$ cat config.mk
export PLATFORM = sky130hd
export DESIGN_NAME = student_or_accum
export DESIGN_NICKNAME = d
export VERILOG_FILES = /design/src/rtl/student_or_pkg.sv /design/src/rtl/student_or_nway.sv /design/src/rtl/student_or_accum.sv
export SDC_FILE = /design/constraint.sdc
export NUM_CORES = 1
export LEC_CHECK = 0
export ABC_AREA = 1
export CORE_MARGIN = 2
export CORE_UTILIZATION = 35
export DETAILED_ROUTE_END_ITERATION = 10
export GPL_ROUTABILITY_DRIVEN = 0
export PLACE_DENSITY = 0.65
export SLEW_MARGIN = 20
export SYNTH_ARGS = -nofsm -noshare
export SYNTH_HDL_FRONTEND = slang
export SYNTH_SLANG_ARGS = --single-unit
$ cat constraint.sdc
create_clock -name clk -period 2.9 [get_ports clk]
set_input_delay 0.58 -clock clk [delete_from_list [all_inputs] [get_ports clk]]
set_output_delay 0.58 -clock clk [all_outputs]
set_load 0.05 [all_outputs]
$ cat src/rtl/student_or_pkg.sv
// Shared definitions for the OR-accumulator slice: FSM state encodings.
package student_or_pkg;

    typedef enum logic [1:0] {
        IDLE  = 2'b00,
        ACCUM = 2'b01,
        DONE  = 2'b10
    } state_t;

endpackage

$ cat src/rtl/student_or_nway.sv
// Combinational WIDTH-input OR reduction.
module student_or_nway #(
    parameter int WIDTH = 16
) (
    input  logic [WIDTH-1:0] in_data,
    output logic             out_any
);

    assign out_any = |in_data;

endmodule

$ cat src/rtl/student_or_accum.sv
// Frame OR-accumulator: ORs every beat of a frame, counts beats (saturating),
// flags overflow, and holds the result until the consumer takes it.
module student_or_accum
    import student_or_pkg::*;
#(
    parameter int WIDTH     = 16,
    parameter int MAX_BEATS = 8
) (
    input  logic                           clk,
    input  logic                           reset,
    input  logic [WIDTH-1:0]               in_data,
    input  logic                           in_valid,
    input  logic                           in_last,
    output logic                           in_ready,
    output logic [WIDTH-1:0]               out_data,
    output logic                           out_any,
    output logic [$clog2(MAX_BEATS+1)-1:0] out_beats,
    output logic                           out_overflow,
    output logic                           out_valid,
    input  logic                           out_ready
);

    localparam int CW = $clog2(MAX_BEATS + 1);
    localparam logic [CW-1:0] MAX_CNT = CW'(MAX_BEATS);

    state_t          state, state_nx;
    logic [WIDTH-1:0] acc, acc_nx;
    logic [CW-1:0]    cnt, cnt_nx;
    logic             ovf, ovf_nx;

    always_ff @(posedge clk) begin
        if (reset) begin
            state <= IDLE;
            acc   <= '0;
            cnt   <= '0;
            ovf   <= 1'b0;
        end else begin
            state <= state_nx;
            acc   <= acc_nx;
            cnt   <= cnt_nx;
            ovf   <= ovf_nx;
        end
    end

    // in_ready is 1 in both accepting states, so in_valid alone qualifies a beat there.
    always_comb begin
        state_nx  = state;
        acc_nx    = acc;
        cnt_nx    = cnt;
        ovf_nx    = ovf;
        in_ready  = 1'b0;
        out_valid = 1'b0;
        case (state)
            IDLE: begin
                in_ready = 1'b1;
                if (in_valid) begin
                    acc_nx   = in_data;
                    cnt_nx   = CW'(1);
                    ovf_nx   = 1'b0;
                    state_nx = in_last ? DONE : ACCUM;
                end
            end
            ACCUM: begin
                in_ready = 1'b1;
                if (in_valid) begin
                    acc_nx = acc | in_data;
                    if (cnt == MAX_CNT) begin
                        ovf_nx = 1'b1;
                    end else begin
                        cnt_nx = cnt + CW'(1);
                    end
                    if (in_last) begin
                        state_nx = DONE;
                    end
                end
            end
            DONE: begin
                out_valid = 1'b1;
                if (out_ready) begin
                    acc_nx   = '0;
                    cnt_nx   = '0;
                    ovf_nx   = 1'b0;
                    state_nx = IDLE;
                end
            end
            default: begin
                // Unused encoding 2'b11 falls back to a clean IDLE.
                acc_nx   = '0;
                cnt_nx   = '0;
                ovf_nx   = 1'b0;
                state_nx = IDLE;
            end
        endcase
    end

    assign out_data     = acc;
    assign out_beats    = cnt;
    assign out_overflow = ovf;

    student_or_nway #(
        .WIDTH (WIDTH)
    ) u_nway (
        .in_data (acc),
        .out_any (out_any)
    );

endmodule
### Word-level counts from Yosys, hierarchy flattened

Index checks and enable logic that the tools add are counted.

* flip-flop bits (word level): 23
* latch bits: 0
* RAM bits: 0
* bits in read-only memories: 0
* output and inout bits: 24
* logic and storage cells: 44
* memories: 0

* $add $sub $neg: 1
* $mul: 0
* divide/modulo/power cells: 0
* magnitude comparators: 0
* equal/unequal tests: 9
* shift operators: 0
* multiplexer cells: 22
* bitwise gates (word level): 1
* reduce and logical (&&, ||, !) cells: 7

Operators with widths (number)
* two-way mux 16 bit: 3
* one-hot mux 16 bit (3 select lines): 1
* two-way mux 4 bit: 4
* OR 16 bit: 1
* OR reduction 16 bit: 1
* inequality test 2 bit (second input constant): 6
* one-hot mux 4 bit (3 select lines): 1
* AND reduction 4 bit: 3
* two-way mux 2 bit: 5
* two-way mux 1 bit: 6
* one-hot mux 2 bit (3 select lines): 1
* adder 4 x 1 -> 4 bit (second input constant): 1
* == test 4 bit (second input constant): 1
* one-hot mux 1 bit (3 select lines): 1
* AND reduction 3 bit: 1
* == test 2 x 1 -> 1 bit (second input constant): 1
* == test 2 bit (second input constant): 1
* zero test 2 bit: 1
* OR reduction 2 bit: 1

### Depth between registers and ports, before layout

* depth in word-level cells: 4
* gate-level depth with buffers: 8
* depth with buffers taken out: 8

### Cells and area by module

Synthesis repeated with hierarchy kept, for this count alone.

* cells, all modules: 145
* area, all modules: 1029.7 µm²

Modules (own cells, without submodules)
* student_or_accum: instances 1, cells each 130, area an instance 973.4 µm², sequential area each 460.4 µm²
* student_or_nway: instances 1, cells each 15, area an instance 56.3 µm², sequential area each 0.0 µm²

### Least setup slack after synthesis

OpenSTA, ideal clock, no wires.

* path type: flip-flop to output port
* start: register state[1]
* end: output port out_valid
* arrival: 1236 ps
* required time: 2320 ps
* slack: 1084 ps
* cell stages (with the launch flop): 3
* buffers on the path: 0
* cells stage by stage: dfxtp_1 inv_2 nor2_1

* longest elaborated chain between the ends: 2

Ends and longest elaborated chain
* start: declaration: RTL line student_or_accum.sv:26 `state_t state, state_nx;`
* start signal: assignment: RTL line student_or_accum.sv:38 `state <= state_nx;`
* == test 2 bit: RTL line student_or_accum.sv:53 `case (state)`
* two-way mux 1 bit: RTL line student_or_accum.sv:53
* end: declaration: RTL line student_or_accum.sv:19 `output logic out_valid,`

No other way between the ends.

### Final worst setup path

* start: register acc[4] (netlist: out_data[4])
* end: output port out_any

* longest elaborated chain between the ends: 1

Ends and longest elaborated chain
* start: declaration: RTL line student_or_accum.sv:27 `logic [WIDTH-1:0] acc, acc_nx;`
* start signal: assignment: RTL line student_or_accum.sv:39 `acc <= acc_nx;`
* OR reduction 16 bit: RTL line student_or_nway.sv:9 `assign out_any = |in_data;`
* end: declaration: RTL line student_or_accum.sv:16 `output logic out_any,`

No other way between the ends.

==> metrics.csv <==
stage,metric,value,unit
synth,largest cells by area after synthesis,"dfxtp_1 46%, nand2_1 15%, nand3_1 13%, nor2_1 5.2%, inv_1 4.1%",
global_route,GR Util met3,3.13,%
global_route,vias in the first global route,959,
clocking,CTS buffer count,3,
placed_design,Buffers on Ports,44,
sta,period utilization,81.5,%
drt,WL per Instance,11.7,um
drt,DRC Markers,0,
power,clock share of power,18.7,%
sta,RSZ-0062 raised after global routing,no,
setup_path,crit-path max FO,3,
clocking,Clock Latency Late Sink,0.31,ns
sta,setup violators final,0,
setup_path,CP arrival,1.78,ns
setup_path,CP startpoint kind,register,
clocking,H-tree levels,1,
layout,final net count,207,
sta,normalized max-slew margin,66.2,%
power,total power divided by cell area,526,mW/mm^2
power,Net Sw Frac,36.7,%
synth,Mapped Cells,138,
synth,Synth Area in Adders,2.49,%
synth,ys flop type,dfxtp_1,
die,Die X,57.6,um
status,outcome,"finished, final reports clean",
die,Initial Util,36.8,%
power,Peak supply drop,0.000264,V
die,Cell Rows,19,
synth,largest area contributor in the netlist,dfxtp_1,
clocking,clk buf depth,2,
placed_design,Setup WS pre-CTS,0.883,ns
synth,xor/xnor cell area share of the yosys netlist,0.871,%
die,die height,57.6,um
global_route,total congestion overflow,0,
global_route,initial antenna violation count,0,
setup_path,critical path class,reg2out,
synth,largest family of logic cells by synthesized area,simple AND/OR/NAND/NOR gates,
sta,Clock Skew,0.00294,ns
drt,initial drt markers,27,
setup_path,crit end category,output pin,
layout,Final Non-Filler Cells,214,
die,IO Count,45,
global_route,met2 Use GR,27.8,%
clocking,Post-CTS Resized,0,
placed_design,placed insts,210,
power,sw power,0.287,mW
clocking,CTS tree,done,
sta,final hold slack,0.471,ns
layout,filler cell count,271,
synth,"EDFF count, synth",0,
drt,drt first pass iters,4,
placed_design,Final HPWL DP,1900,um
die,die outline area,0.00332,mm^2
synth,"Avg Cell Area, Syn",7.29,um^2
min_path,HP Class,reg2reg,
synth,Seq cells post-synth,23,
drt,via count,1021,
synth,Post-synth top cells,"40 x nand2_1, 26 x nand3_1, 23 x dfxtp_1, 14 x nor2_1, 11 x inv_1",
layout,"Core Util, Final",54.4,%
clocking,hold buffers post-CTS,0,
synth,Synth Area in Simple Gates,39.1,%
synth,share of the synthesized area in the top cell type,45.8,%
layout,area delta synth->final,47.8,%
synth,Synth Cell Area,0.00101,mm^2
die,CORE AREA,0.00273,mm^2
power,internal power consumption,0.495,mW
clocking,"Clk pin slew, worst setup/hold paths",0.12,ns
drt,final wirelength,2500,um
global_route,first-pass GRT wire length,4070,um
sta,Max Slew Vio Count,0,
sta,Final WS setup,0.537,ns
clocking,CTS root buf,clkbuf_4,
synth,Synth Area in Compound Gates,3.73,%
synth,syn_nets,161,
global_route,Total Routing Usage GR,15.8,%
sta,fmax,0.423,GHz
drt,DR vias/cell,4.77,
power,combinational share of power,34.6,%
synth,sequential fraction of the synthesis area,45.8,%
setup_path,Critical Path RT,2.32,ns
drt,post-route ant nets,0,
layout,share of layout cells above drive strength 1,6.01,%
synth,Synth async-reset ratio,0,%
power,Seq pwr share,46.7,%
synth,Synth cell types,19,
clocking,buffer count from post-CTS setup fixing,0,
synth,post-synthesis mux area share,0,%
global_route,GRT busiest layer,met2,
sta,Slew @ Worst Pin,0.506,ns
sta,Final TNS setup,0,ns
sta,Tmin final,2.36,ns
global_route,largest net degree at the start of global routing,19,
layout,Antenna Cells,0,
flow_run,MaxCap Viol Count,0,
synth,Synth warnings,0,
global_route,met1 track demand over resource,18.7,%
sta,count of final hold-check violations,0,
clocking,CTS sink cnt,23,
power,Pleak,0.653,nW
synth,most numerous cell in the Yosys netlist,nand2_1,
[cell usage in the layout, fill, tap and decap left out, drive strengths merged]
cell	count
nand3	26
dfxtp	23
nor2	16
o21ai	5
inv	13
a21oi	1
ha	2
clkbuf	4
o21a	1
nand2	43
nand4	1
clkdlybuf4s50	44
buf	1
xnor2	1
nor4	2
[kinds of logic (layout without fill, tap and decap cells)]
family,after synthesis,after routing
AND/OR/NAND/NOR,88,88
flip-flops,23,23
buffers and inverters,17,62
AO/OA/AOI/OAI,7,7
adder cells (fa/ha/maj),2,2
XOR/XNOR,1,1
[area by class of cell]
type / instances / area [um^2] / share of cell area, %
multi-input combinational: 98 / 464 / 31.2
tap: 31 / 38.8 / 2.61
clock buffer: 4 / 26.3 / 1.77
sequential: 23 / 460 / 31.0
inverter: 13 / 48.8 / 3.28
timing repair buffer: 45 / 448 / 30.1
[final timing paths]
kind / from / end / slack (ns) / depth (start not counted)
max: out_data[4] / out_any / 0.54 / 3
min: out_data[12] / out_data[12] / 0.47 / 2
max reg2reg: out_beats[0] / out_beats[2] / 1.54 / 7
min reg2reg: out_data[12] / out_data[12] / 0.47 / 2
[sequential cells by signal, summed over array words and instances (netlist names)]
register / count
out_beats: 4
out_overflow: 1
state: 2
out_data: 16
[worst max-delay path, stage by stage (launching register included)]
cell and delay, ns:
dfxtp_1 0.35, nor4_1 0.31, nand3_1 0.11, clkdlybuf4s50_1 0.72
[layer usage]
layer / vias up / wire length [um] / part of all wire (%)
li1: 532 / - / -
met1: 460 / 1100 / 44
met2: 24 / 1240 / 50
met3: 5 / 115 / 4.6
met4: 0 / 47 / 1.9
met5: - / 0 / 0
[power groups by stage]
stage | clock network [mW] | registers (mW) | logic [mW]
5_1_grt | 0.176 | 0.371 | 0.290
6_report | 0.146 | 0.365 | 0.271
3_3_place_gp | 0 | 0.372 | 0.270
2_1_floorplan | 0 | 0.454 | 0.0944
3_5_place_dp | 0 | 0.372 | 0.273
4_1_cts | 0.159 | 0.365 | 0.274
[metrics by stage]
step,power [mW],area (um^2)
after global placement,0.642,1460
after floorplan,0.548,1010
after CTS,0.798,1490
after global routing,0.837,1490
after detailed placement,0.645,1460
final,0.782,1490
Power figures use the tool's default switching activity.
